`config.mk`:
```
export PLATFORM = sky130hd
export DESIGN_NAME = disp_timing_pgen_flat
export DESIGN_NICKNAME = d
export VERILOG_FILES = /design/src/rtl/disp_pkg.sv /design/src/rtl/disp_timing_pgen_if.sv /design/src/rtl/disp_pattern_gen.sv /design/src/rtl/disp_timing_pgen.sv /design/src/flat_wrapper.sv
export SDC_FILE = /design/constraint.sdc
export NUM_CORES = 1
export LEC_CHECK = 0
export BUFFER_PORTS_ARGS = -buffer_cell sky130_fd_sc_hd__buf_4
export CAP_MARGIN = 5
export CORE_MARGIN = 2
export CORE_UTILIZATION = 45
export DETAILED_ROUTE_END_ITERATION = 12
export PLACE_DENSITY_LB_ADDON = 0.05
export SYNTH_ARGS = -nofsm -noshare
export SYNTH_HDL_FRONTEND = slang
export SYNTH_SLANG_ARGS = --single-unit
export TNS_END_PERCENT = 1
```
`constraint.sdc`:
```
create_clock -name Clk -period 4.3 [get_ports Clk]
set_input_delay 0.215 -clock Clk [delete_from_list [all_inputs] [get_ports Clk]]
set_output_delay 0.215 -clock Clk [all_outputs]
set_load 0.005 [all_outputs]
```
`src/rtl/disp_pkg.sv`:
```
// Shared definitions for the display timing generator.
//  - Raster constants for the two standard formats on the HDMI path (720p60, 1080p30).
//  - Pattern mode encodings.
//  - Colour-bar lookup (white, yellow, cyan, green, magenta, red, blue, black).
package disp_pkg;

  // 1280x720 @ 60 Hz (74.25 MHz pixel clock)
  localparam int H720_ACTIVE = 1280;
  localparam int H720_FRONT  = 110;
  localparam int H720_SYNC   = 40;
  localparam int H720_BACK   = 220;
  localparam int V720_ACTIVE = 720;
  localparam int V720_FRONT  = 5;
  localparam int V720_SYNC   = 5;
  localparam int V720_BACK   = 20;

  // 1920x1080 @ 30 Hz (74.25 MHz pixel clock)
  localparam int H1080_ACTIVE = 1920;
  localparam int H1080_FRONT  = 88;
  localparam int H1080_SYNC   = 44;
  localparam int H1080_BACK   = 148;
  localparam int V1080_ACTIVE = 1080;
  localparam int V1080_FRONT  = 4;
  localparam int V1080_SYNC   = 5;
  localparam int V1080_BACK   = 36;

  typedef enum logic [1:0] {
    MODE_PASS  = 2'd0,
    MODE_BARS  = 2'd1,
    MODE_GRID  = 2'd2,
    MODE_SOLID = 2'd3
  } mode_e;

  localparam logic [23:0] RGB_WHITE = 24'hFFFFFF;
  localparam logic [23:0] RGB_BLACK = 24'h000000;

  function automatic logic [23:0] bar_color(input logic [2:0] idx);
    case (idx)
      3'd0:    return 24'hFFFFFF;
      3'd1:    return 24'hFFFF00;
      3'd2:    return 24'h00FFFF;
      3'd3:    return 24'h00FF00;
      3'd4:    return 24'hFF00FF;
      3'd5:    return 24'hFF0000;
      3'd6:    return 24'h0000FF;
      default: return 24'h000000;
    endcase
  endfunction

endpackage

```
`src/rtl/disp_timing_pgen_if.sv`:
```
// Bus between the timing generator, the DDR read FIFO and the DVI encoder.
//  master : the timing generator (drives DataReq, addresses, sync/DE, RGB, status)
//  slave  : the surrounding logic (drives Enable, Mode, Solid_Color, Data, Fifo_Empty)
interface disp_timing_pgen_if #(
  parameter int CNT_W = 12
);
  logic             Enable;
  logic [1:0]       Mode;
  logic [23:0]      Solid_Color;
  logic [23:0]      Data;
  logic             Fifo_Empty;
  logic             DataReq;
  logic [CNT_W-1:0] H_Addr;
  logic [CNT_W-1:0] V_Addr;
  logic             Disp_HS;
  logic             Disp_VS;
  logic             Disp_DE;
  logic [7:0]       Disp_Red;
  logic [7:0]       Disp_Green;
  logic [7:0]       Disp_Blue;
  logic             Frame_Begin;
  logic [15:0]      Underflow_Cnt;

  modport master (
    input  Enable, Mode, Solid_Color, Data, Fifo_Empty,
    output DataReq, H_Addr, V_Addr, Disp_HS, Disp_VS, Disp_DE,
           Disp_Red, Disp_Green, Disp_Blue, Frame_Begin, Underflow_Cnt
  );

  modport slave (
    output Enable, Mode, Solid_Color, Data, Fifo_Empty,
    input  DataReq, H_Addr, V_Addr, Disp_HS, Disp_VS, Disp_DE,
           Disp_Red, Disp_Green, Disp_Blue, Frame_Begin, Underflow_Cnt
  );
endinterface

```
`src/rtl/disp_pattern_gen.sv`:
```
// Combinational test-pattern source.
//  x, y   : active-area coordinates (0-based)
//  mode   : pattern select; passthrough yields 0 (the top muxes in FIFO data)
//  solid  : RGB888 colour for the solid mode
//  rgb    : RGB888 pattern pixel
module disp_pattern_gen
  import disp_pkg::*;
#(
  parameter int CNT_W    = 12,
  parameter int H_ACTIVE = 1280
) (
  input  logic [CNT_W-1:0] x,
  input  logic [CNT_W-1:0] y,
  input  mode_e            mode,
  input  logic [23:0]      solid,
  output logic [23:0]      rgb
);

  logic [CNT_W+2:0] bar_full;
  logic [2:0]       bar_idx;
  logic             on_grid;

  always_comb begin
    // Eight equal bars: bar = x*8/H_ACTIVE. Clamp guards x beyond the active width.
    bar_full = {x, 3'b000} / (CNT_W+3)'(H_ACTIVE);
    bar_idx  = (bar_full > (CNT_W+3)'(7)) ? 3'd7 : bar_full[2:0];
    on_grid  = ((x & CNT_W'(31)) == '0) || ((y & CNT_W'(31)) == '0);
    rgb      = '0;
    case (mode)
      MODE_BARS:  rgb = bar_color(bar_idx);
      MODE_GRID:  rgb = on_grid ? RGB_WHITE : RGB_BLACK;
      MODE_SOLID: rgb = solid;
      default:    rgb = '0;
    endcase
  end

endmodule

```
`src/rtl/disp_timing_pgen.sv`:
```
// Parametrised display timing generator (pixel clock domain).
// Runs H/V raster counters, derives HS/VS/DE, the FIFO read request with
// REQ_LEAD cycles of lead on the internal DE, and the output pixel (FIFO data
// or a built-in pattern). All outputs are registered one cycle after the
// counter state that produced them.
//  Clk, Rst_n : pixel clock, synchronous active-low reset
//  bus        : disp_timing_pgen_if.master (control in, display/status out)
// UF_INIT is the reset value of Underflow_Cnt (0 in normal use; lets
// saturation be reached quickly in simulation).
module disp_timing_pgen
  import disp_pkg::*;
#(
  parameter int          H_ACTIVE = H720_ACTIVE,
  parameter int          H_FRONT  = H720_FRONT,
  parameter int          H_SYNC   = H720_SYNC,
  parameter int          H_BACK   = H720_BACK,
  parameter int          V_ACTIVE = V720_ACTIVE,
  parameter int          V_FRONT  = V720_FRONT,
  parameter int          V_SYNC   = V720_SYNC,
  parameter int          V_BACK   = V720_BACK,
  parameter logic        HS_POL   = 1'b1,
  parameter logic        VS_POL   = 1'b1,
  parameter int          REQ_LEAD = 1,
  parameter int          CNT_W    = 12,
  parameter logic [15:0] UF_INIT  = 16'h0000
) (
  input  logic                Clk,
  input  logic                Rst_n,
  disp_timing_pgen_if.master  bus
);

  localparam int H_TOTAL    = H_ACTIVE + H_FRONT + H_SYNC + H_BACK;
  localparam int V_TOTAL    = V_ACTIVE + V_FRONT + V_SYNC + V_BACK;
  localparam int H_DE_START = H_SYNC + H_BACK;
  localparam int V_DE_START = V_SYNC + V_BACK;
  // Request is registered and the FIFO answers one cycle after the read, so the
  // request looks one position further ahead than its lead on internal DE.
  localparam int LOOKAHEAD  = REQ_LEAD + 1;

  logic [CNT_W-1:0] h_q, h_d, v_q, v_d;
  mode_e            mode_q, mode_d, mode_eff;
  logic             hs_q, hs_d, vs_q, vs_d, de_q, de_d;
  logic             req_q, req_d, fb_q, fb_d;
  logic [CNT_W-1:0] haddr_q, haddr_d, vaddr_q, vaddr_d;
  logic [23:0]      rgb_q, rgb_d, pat_rgb;
  logic [15:0]      uf_q, uf_d;

  logic [CNT_W-1:0] x, y, v_ahead;
  logic [CNT_W:0]   h_ahead;
  logic             h_last, v_last, frame_start, de_now;

  function automatic logic h_in_de(input logic [CNT_W-1:0] h);
    return (h >= CNT_W'(H_DE_START)) && (h < CNT_W'(H_DE_START + H_ACTIVE));
  endfunction

  function automatic logic v_in_de(input logic [CNT_W-1:0] v);
    return (v >= CNT_W'(V_DE_START)) && (v < CNT_W'(V_DE_START + V_ACTIVE));
  endfunction

  disp_pattern_gen #(
    .CNT_W    (CNT_W),
    .H_ACTIVE (H_ACTIVE)
  ) u_pattern (
    .x     (x),
    .y     (y),
    .mode  (mode_eff),
    .solid (bus.Solid_Color),
    .rgb   (pat_rgb)
  );

  always_comb begin
    h_last      = (h_q == CNT_W'(H_TOTAL - 1));
    v_last      = (v_q == CNT_W'(V_TOTAL - 1));
    frame_start = (h_q == '0) && (v_q == '0);
    // Mode is captured at the first raster position; that pixel already uses it.
    mode_eff    = frame_start ? mode_e'(bus.Mode) : mode_q;
    de_now      = h_in_de(h_q) && v_in_de(v_q);
    x           = h_q - CNT_W'(H_DE_START);
    y           = v_q - CNT_W'(V_DE_START);

    // Raster position LOOKAHEAD cycles ahead, wrapping into the next line.
    h_ahead = {1'b0, h_q} + (CNT_W+1)'(LOOKAHEAD);
    v_ahead = v_q;
    if (h_ahead >= (CNT_W+1)'(H_TOTAL)) begin
      h_ahead = h_ahead - (CNT_W+1)'(H_TOTAL);
      v_ahead = v_last ? '0 : v_q + CNT_W'(1);
    end

    h_d     = '0;
    v_d     = '0;
    mode_d  = mode_q;
    hs_d    = ~HS_POL;
    vs_d    = ~VS_POL;
    de_d    = 1'b0;
    req_d   = 1'b0;
    fb_d    = 1'b0;
    haddr_d = '0;
    vaddr_d = '0;
    rgb_d   = '0;

    if (bus.Enable) begin
      h_d = h_last ? '0 : h_q + CNT_W'(1);
      v_d = v_q;
      if (h_last) v_d = v_last ? '0 : v_q + CNT_W'(1);
      if (frame_start) mode_d = mode_e'(bus.Mode);
      hs_d  = (h_q < CNT_W'(H_SYNC)) ? HS_POL : ~HS_POL;
      vs_d  = (v_q < CNT_W'(V_SYNC)) ? VS_POL : ~VS_POL;
      de_d  = de_now;
      req_d = h_in_de(h_ahead[CNT_W-1:0]) && v_in_de(v_ahead) && (mode_eff == MODE_PASS);
      fb_d  = frame_start;
      if (de_now) begin
        haddr_d = x;
        vaddr_d = y;
        rgb_d   = (mode_eff == MODE_PASS) ? bus.Data : pat_rgb;
      end
    end

    // Counts reads issued against an empty FIFO; the stale Data is still shown.
    uf_d = uf_q;
    if (req_q && bus.Fifo_Empty && (uf_q != 16'hFFFF)) uf_d = uf_q + 16'd1;
  end

  always_ff @(posedge Clk) begin
    if (!Rst_n) begin
      h_q     <= '0;
      v_q     <= '0;
      mode_q  <= MODE_PASS;
      hs_q    <= ~HS_POL;
      vs_q    <= ~VS_POL;
      de_q    <= 1'b0;
      req_q   <= 1'b0;
      fb_q    <= 1'b0;
      haddr_q <= '0;
      vaddr_q <= '0;
      rgb_q   <= '0;
      uf_q    <= UF_INIT;
    end else begin
      h_q     <= h_d;
      v_q     <= v_d;
      mode_q  <= mode_d;
      hs_q    <= hs_d;
      vs_q    <= vs_d;
      de_q    <= de_d;
      req_q   <= req_d;
      fb_q    <= fb_d;
      haddr_q <= haddr_d;
      vaddr_q <= vaddr_d;
      rgb_q   <= rgb_d;
      uf_q    <= uf_d;
    end
  end

  assign bus.DataReq       = req_q;
  assign bus.H_Addr        = haddr_q;
  assign bus.V_Addr        = vaddr_q;
  assign bus.Disp_HS       = hs_q;
  assign bus.Disp_VS       = vs_q;
  assign bus.Disp_DE       = de_q;
  assign bus.Disp_Red      = rgb_q[23:16];
  assign bus.Disp_Green    = rgb_q[15:8];
  assign bus.Disp_Blue     = rgb_q[7:0];
  assign bus.Frame_Begin   = fb_q;
  assign bus.Underflow_Cnt = uf_q;

endmodule

```
`src/flat_wrapper.sv`:
```
// flat-port wrapper written by rule: the top's interface ports become plain ports
module disp_timing_pgen_flat import disp_pkg::*;
#(
  parameter int          H_ACTIVE = H720_ACTIVE,
  parameter int          H_FRONT  = H720_FRONT,
  parameter int          H_SYNC   = H720_SYNC,
  parameter int          H_BACK   = H720_BACK,
  parameter int          V_ACTIVE = V720_ACTIVE,
  parameter int          V_FRONT  = V720_FRONT,
  parameter int          V_SYNC   = V720_SYNC,
  parameter int          V_BACK   = V720_BACK,
  parameter logic        HS_POL   = 1'b1,
  parameter logic        VS_POL   = 1'b1,
  parameter int          REQ_LEAD = 1,
  parameter int          CNT_W    = 12,
  parameter logic [15:0] UF_INIT  = 16'h0000
)
  (Clk, Rst_n, bus_Enable, bus_Mode, bus_Solid_Color, bus_Data, bus_Fifo_Empty, bus_DataReq, bus_H_Addr, bus_V_Addr, bus_Disp_HS, bus_Disp_VS, bus_Disp_DE, bus_Disp_Red, bus_Disp_Green, bus_Disp_Blue, bus_Frame_Begin, bus_Underflow_Cnt);
  disp_timing_pgen_if #(.CNT_W(CNT_W)) bus_i ();
  input  logic Clk;
  input  logic Rst_n;
  input wire logic [$bits(bus_i.Enable)-1:0] bus_Enable;
  input wire logic [$bits(bus_i.Mode)-1:0] bus_Mode;
  input wire logic [$bits(bus_i.Solid_Color)-1:0] bus_Solid_Color;
  input wire logic [$bits(bus_i.Data)-1:0] bus_Data;
  input wire logic [$bits(bus_i.Fifo_Empty)-1:0] bus_Fifo_Empty;
  output wire logic [$bits(bus_i.DataReq)-1:0] bus_DataReq;
  output wire logic [$bits(bus_i.H_Addr)-1:0] bus_H_Addr;
  output wire logic [$bits(bus_i.V_Addr)-1:0] bus_V_Addr;
  output wire logic [$bits(bus_i.Disp_HS)-1:0] bus_Disp_HS;
  output wire logic [$bits(bus_i.Disp_VS)-1:0] bus_Disp_VS;
  output wire logic [$bits(bus_i.Disp_DE)-1:0] bus_Disp_DE;
  output wire logic [$bits(bus_i.Disp_Red)-1:0] bus_Disp_Red;
  output wire logic [$bits(bus_i.Disp_Green)-1:0] bus_Disp_Green;
  output wire logic [$bits(bus_i.Disp_Blue)-1:0] bus_Disp_Blue;
  output wire logic [$bits(bus_i.Frame_Begin)-1:0] bus_Frame_Begin;
  output wire logic [$bits(bus_i.Underflow_Cnt)-1:0] bus_Underflow_Cnt;
  assign bus_i.Enable = bus_Enable;
  assign bus_i.Mode = bus_Mode;
  assign bus_i.Solid_Color = bus_Solid_Color;
  assign bus_i.Data = bus_Data;
  assign bus_i.Fifo_Empty = bus_Fifo_Empty;
  assign bus_DataReq = bus_i.DataReq;
  assign bus_H_Addr = bus_i.H_Addr;
  assign bus_V_Addr = bus_i.V_Addr;
  assign bus_Disp_HS = bus_i.Disp_HS;
  assign bus_Disp_VS = bus_i.Disp_VS;
  assign bus_Disp_DE = bus_i.Disp_DE;
  assign bus_Disp_Red = bus_i.Disp_Red;
  assign bus_Disp_Green = bus_i.Disp_Green;
  assign bus_Disp_Blue = bus_i.Disp_Blue;
  assign bus_Frame_Begin = bus_i.Frame_Begin;
  assign bus_Underflow_Cnt = bus_i.Underflow_Cnt;
  disp_timing_pgen #(.H_ACTIVE(H_ACTIVE), .H_FRONT(H_FRONT), .H_SYNC(H_SYNC), .H_BACK(H_BACK), .V_ACTIVE(V_ACTIVE), .V_FRONT(V_FRONT), .V_SYNC(V_SYNC), .V_BACK(V_BACK), .HS_POL(HS_POL), .VS_POL(VS_POL), .REQ_LEAD(REQ_LEAD), .CNT_W(CNT_W), .UF_INIT(UF_INIT)) u_core (.Clk(Clk), .Rst_n(Rst_n), .bus(bus_i));
endmodule
```
==> metrics, run 1 <==
routed length per instance=roughly 16 um; endpoint type of the worst setup path=register; internal power=around 1.4 mW; post-synth top area share=0.336; Post-Syn Instances=between 700 and 800; Clock Pin Slew Worst Setup and Hold Paths=roughly 0.070 ns; WL final=~16000 um; final worst path period need=around 4 ns; Clk Latency, worst-skew pair=0.35 ns; Worst Path Required=around 4.6 ns; highest clock rate=0.251 GHz; Post-synth EDFFs=0; CTS buffer count=9; Die W=116 um; grt met3 use=0.0366; power per cell area=between 200 and 300 nW/um^2; # nets final=slightly above 900; multi-input logic area=approximately 3500 um^2; Worst Hold Class=primary input to register; post-place setup slack=approximately 0.17 ns; Post-Syn Nets=808; WHS=~0.076 ns; I/O pin count=approximately 120; CTS H-tree depth=3; Post-synth top cells=118 x nor2_1, 95 x dfxtp_1, 47 x o21ai_0; maximum vdd drop=around 0.14 mV; initial antenna violation count=0; die area=~13000 um^2; final setup fails=0; largest net degree at the start of global routing=32; Worst-Margin Slew=roughly 0.91 ns; clock sinks=95; First-pass DRT Iterations=5; GRT overflow=0; met2 usage=0.383; initial DRC count=slightly below 500; RSZ-0062 raised after global routing=no; PnR worst setup slack=between 0.3 and 0.4 ns; skew final=approximately 0.008 ns; P_sw=approximately 0.43 mW; mean number of vias per cell=roughly 5.5; largest cells by area after synthesis=dfxtp_1 34%, nor2_1 7.8%, xnor2_1 4.8%, o21ai_0 4.2%, a21oi_1 3.8%; final core utilization=0.581; CTS tree=built; gr usage total=0.236; Ys Warns=0; FILL cells=about 1200; cts hold-fix bufs=0; Setup TNS Final=0 ns; post-synthesis register bit count=95; Buffers on Ports=roughly 120; Finished Layout Cells=1015; outcome=complete, no violations; Placed Cells=1000; CP startpoint kind=register; Initial Util=0.465; post-synth cell types=69; Syn Area/Cell=roughly 7.7 um^2; critical path class=register to register; DRC viols=0; via count=~5600; clk root buf=clkbuf_16; grt peak-use layer=met2; CTS Buffer Depth=2; GP Congestion=about 0.9; Netlist Area Pre-Place=roughly 5700 um^2; Reg power frac=0.493; MaxCap Viol Count=0; Die H=roughly 120 um; met1 usage=0.315; Comb power frac=0.075; Cell Rows=40; worst-path maximum fanout=9; post-synthesis sequential area ratio=0.336; first-pass GRT wire length=25100 um; layout cells sized above 1=0.215; count of final hold-check violations=0; final worst-path cycle share=0.928; Synth Flop Type=dfxtp_1; leakage power=2.92 nW; fin. max-slew vios=0; Core ar.=around 12000 um^2; antenna diode count=0; Register Area=1900 um^2; area delta synth->final=24.9%; hpwl dp=~12000 um; Max-Slew Margin vs Limit=0.393; switching portion of total power=0.237; Post-synth ARST share=0; remaining antenna violation count=0; Clk pwr share=0.432; Yosys top cell by area=dfxtp_1; Arr. time, crit path=4.28 ns; number of global-route vias before repair=5040; count leader, synth=nor2_1
==> critical path, stage by stage, from the launching register on <==
cell and delay [ns]:
dfxtp_1 0.31, inv_1 0.12, ha_1 0.20, buf_4 0.17, nor3b_1 0.35, xnor2_1 0.31
o311ai_1 0.23, a21o_1 0.23, a21boi_2 0.20, buf_4 0.17, o21a_1 0.17, a311oi_2 0.37
nor2_1 0.08, maj3_2 0.32, a2111oi_4 0.54, a211o_1 0.18
==> layout by cell type, fill, tap and decap left out, drive strengths merged, types with 15 or more instances in the layout <==
cell     n
a21oi   43
a31oi   19
buf    144
dfxtp   95
ha      16
inv     20
nand2   46
nand3   32
nor2   118
nor3    30
o21ai   50
or3     15
xnor2   31
xor2    23
==> per-stage QoR <==
stage / instance area (um^2) / power, mW
final: 7060 / 1.80
after global routing: 7060 / 1.87
after CTS: 7050 / 1.82
after detailed placement: 6770 / 1.04
after global placement: 6770 / 1.04
after floorplan: 5650 / 0.974
==> registers in the layout (all words and copies together), names as in the netlist <==
name	count
u_core.rgb_q	24
u_core.bus.Underflow_Cnt	16
u_core.bus.H_Addr	12
u_core.bus.V_Addr	12
u_core.h_q	12
u_core.v_q	12
u_core.mode_q	2
u_core.bus.DataReq	1
u_core.bus.Disp_DE	1
u_core.bus.Disp_HS	1
u_core.bus.Disp_VS	1
u_core.bus.Frame_Begin	1
==> metal layers <==
metal / up-vias / share of wire
met4: 0 / 0.023
met1: 2612 / 0.46
met3: 24 / 0.060
met2: 175 / 0.46
met5: - / 0
li1: 2817 / -
==> cell families after synthesis <==
group	synth area share
AOI/OAI and AO/OA	0.196
xor gates and xnor gates	0.0837
adders and majority gates	0.0374
DFF	0.336
buffers and inverters	0.0469
and+or+nand+nor	0.278
muxes	0.0221
==> power groups by stage <==
stage | combinational, mW | sequential [mW] | clock [mW]
2_1_floorplan | 0.0678 | 0.906 | 0
3_3_place_gp | 0.134 | 0.907 | 0
3_5_place_dp | 0.135 | 0.907 | 0
4_1_cts | 0.135 | 0.887 | 0.798
5_1_grt | 0.148 | 0.887 | 0.836
6_report | 0.135 | 0.887 | 0.777
==> repair_timing <==
action                                 4_1_cts  5_1_grt
setup buffers                                0        0
gates resized for setup                      0        2
setup endpoints to repair                    0        8
endpoints found under the hold margin        0        0
==> area by class of cell <==
cell class	instances	area share
Sequential cell	95	0.269
Multi-Input combinational cell	574	0.498
Inverter	19	0.0101
Clock inverter	3	0.00372
Timing Repair Buffer	144	0.153
Tap cell	168	0.0298
Clock buffer	12	0.0363
==> worst paths after layout <==
path	startpoint	end	slack [ns]	depth (start not counted)
worst min register to register	u_core.bus.Underflow_Cnt[9]	u_core.bus.Underflow_Cnt[9]	0.50	2
worst max register to register	u_core.h_q[3]	u_core.rgb_q[3]	0.31	15
worst max-delay path	u_core.h_q[3]	u_core.rgb_q[3]	0.31	15
worst min-delay path	bus_Solid_Color[6]	u_core.rgb_q[6]	0.08	2
No activity file was read; power rests on OpenSTA's default activity.
==> run 2: changes to the inputs <==
- GPL_TIMING_DRIVEN: not set -> 0
==> run 2 against run 1 <==
Effect of this change:
- power is 1.7% lower
- critical path depth is 1 higher
- clock skew hardly changed
- register-to-register slack worse by 0.09 ns
- first-iteration DRC count is 20% lower
- clock power is 3.9% lower
- setup slack worse by 0.093 ns
- critical path type unchanged
- critical endpoint is now u_core.rgb_q[0]
==> metrics, run 2 (synthesis gave the netlist of run 1 again) <==
power per cell area=roughly 250 nW/um^2; Max-Slew Margin vs Limit=0.496; Die H=between 100 and 150 um; antenna diode count=0; largest net degree at the start of global routing=16; Finished Layout Cells=around 1000; RSZ-0062 raised after global routing=no; Reg2Reg Setup Slack=around 0.22 ns; worst r2r path cells=16; leakage power=~3 nW; reg2reg start=u_core.h_q[3]; highest metal used=met4; Cell Rows=40; WHS Endpoint=u_core.rgb_q[4]; Hold Path Origin=bus_Solid_Color[4]; CTS H-tree depth=3; clock sinks=95; Die W=about 120 um; maximum vdd drop=between 0.1 and 0.15 mV; WP depth=16; Worst Hold Class=primary input to register; CTS buffer count=9; Top delay family on crit path=compound AO/OA/AOI/OAI gates; outcome=complete, no violations; endpoint type of the worst setup path=register; Arr. time, crit path=between 4 and 5 ns; met2 WL=roughly 7800 um; # nets final=around 940; met3 wire length=~950 um; Initial Util=0.465; Worst-Margin Slew=around 0.76 ns; Hold Path Cell Cnt=2; Reg-to-Reg End=u_core.rgb_q[0]; CP startpoint kind=register; count of final hold-check violations=0; First-pass DRT Iterations=6; gr usage total=0.246; cts hold-fix bufs=0; Worst Path Required=roughly 4.6 ns; final worst path period need=just over 4 ns; Setup TNS Final=0 ns; highest clock rate=0.245 GHz; final worst-path cycle share=0.949; CP Cell Sequence=clkbuf_4 > inv_1 > ha_1 > and3b_2 > nor4bb_4 > o311ai_4 > a21o_1 > a21boi_2 > clkbuf_4 > o21a_1 > a311oi_4 > nor2_1 > maj3_2 > a2111oi_4 > buf_6 > a211o_1; mean number of vias per cell=roughly 5.6; final core utilization=0.590; clk root buf=clkbuf_16; area delta synth->final=27.0%; final setup fails=0; commonest non-fill, non-tap cell in the layout=buf_4; Placed Cells=1028; CTS Buffer Depth=2; remaining antenna violation count=0; max reg flops=24; Clk Latency, worst-skew pair=around 0.35 ns; Clock Pin Slew Worst Setup and Hold Paths=~0.070 ns; Total Power=approximately 1.8 mW; CTS tree=built; skew final=a little under 0.008 ns; first-pass GRT wire length=about 26000 um; DRC viols=0; WP buf/inv=4; post-place setup slack=-0.686 ns; I/O pin count=about 120; layout cells sized above 1=0.205; Buffers on Ports=between 100 and 150; Core ar.=approximately 12000 um^2; hpwl dp=around 12000 um; Max stage delay on crit path=~0.40 ns; FILL cells=about 1100; GRT overflow=0; die area=around 13000 um^2; number of global-route vias before repair=5408; Top reg by flops=u_core.rgb_q; met1 WL=between 7000 and 8000 um; critical path class=register to register; initial DRC count=390; MaxCap Viol Count=0; via count=5843; routed length per instance=15.7 um; initial antenna violation count=0; WL final=~16000 um; Worst path slowest cell=nor4bb_4; PnR worst setup slack=~0.22 ns; worst-path maximum fanout=10; most frequent cells in the layout=124 x buf_4, 118 x nor2_1, 94 x dfxtp_1, 47 x o21ai_0, 46 x nand2_1; GP Congestion=0.922; Worst path most repeated cell=clkbuf_4; fin. max-slew vios=0
-- run 2: area by class of cell --
cell class              count  area (um^2)  area share
plain buffers              50          210      0.0293
clock buffers              10          239      0.0333
inverters                  19         71.3     0.00993
clock inverters             4         31.3     0.00436
flip-flops and latches     95         1900       0.265
multi-input cells         574         3580       0.499
well taps                 168          210      0.0293
repair buffers            124          935       0.130
-- run 2: routing by layer --
layer  GRT usage  vias to the layer above
met2       0.417                      205
li1            -                     2881
met3      0.0324                       30
met1       0.319                     2727
met4      0.0929                        0
met5           0                        -
-- run 2: what timing repair did --
action	CTS	global route
resized for setup	12	18
setup endpoints to repair	24	17
setup buffers	1	1
pin swaps	1	3
endpoints found under the hold margin	0	0
-- run 2: worst max path at each step --
stage / from / to
floorplan: u_core.h_q[2] / u_core.rgb_q[0]
global placement: u_core.h_q[2] / u_core.rgb_q[0]
detailed placement: u_core.h_q[2] / u_core.rgb_q[0]
CTS: u_core.h_q[3] / u_core.rgb_q[0]
global route: u_core.h_q[3] / u_core.rgb_q[7]
finish: u_core.h_q[3] / u_core.rgb_q[0]
-- run 2: per-stage QoR --
stage | area [um^2] | hold WS, ns
after floorplan | 5650 | 0.311
after global placement | 6780 | 0.421
after detailed placement | 6780 | 0.424
after CTS | 7120 | 0.0607
after global routing | 7180 | 0.0689
final | 7180 | 0.0658
-- run 2: worst reg2reg max path, cell delays in order (launching register included) --
cell and delay, ns:
dfxtp_1 0.37, clkbuf_4 0.22, inv_1 0.11, ha_1 0.33, and3b_2 0.23, nor4bb_4 0.40
o311ai_4 0.22, a21o_1 0.22, a21boi_2 0.17, clkbuf_4 0.21, o21a_1 0.21, a311oi_4 0.28
nor2_1 0.08, maj3_2 0.33, a2111oi_4 0.37, buf_6 0.18, a211o_1 0.10
-- run 2: power by group --
part / switching, mW / leakage (nW) / total [mW] / internal, mW
clock: 0.342 / 0.135 / 0.747 / 0.404
sequential: 0.00339 / 0.767 / 0.887 / 0.883
combinational: 0.0734 / 2.03 / 0.135 / 0.0618
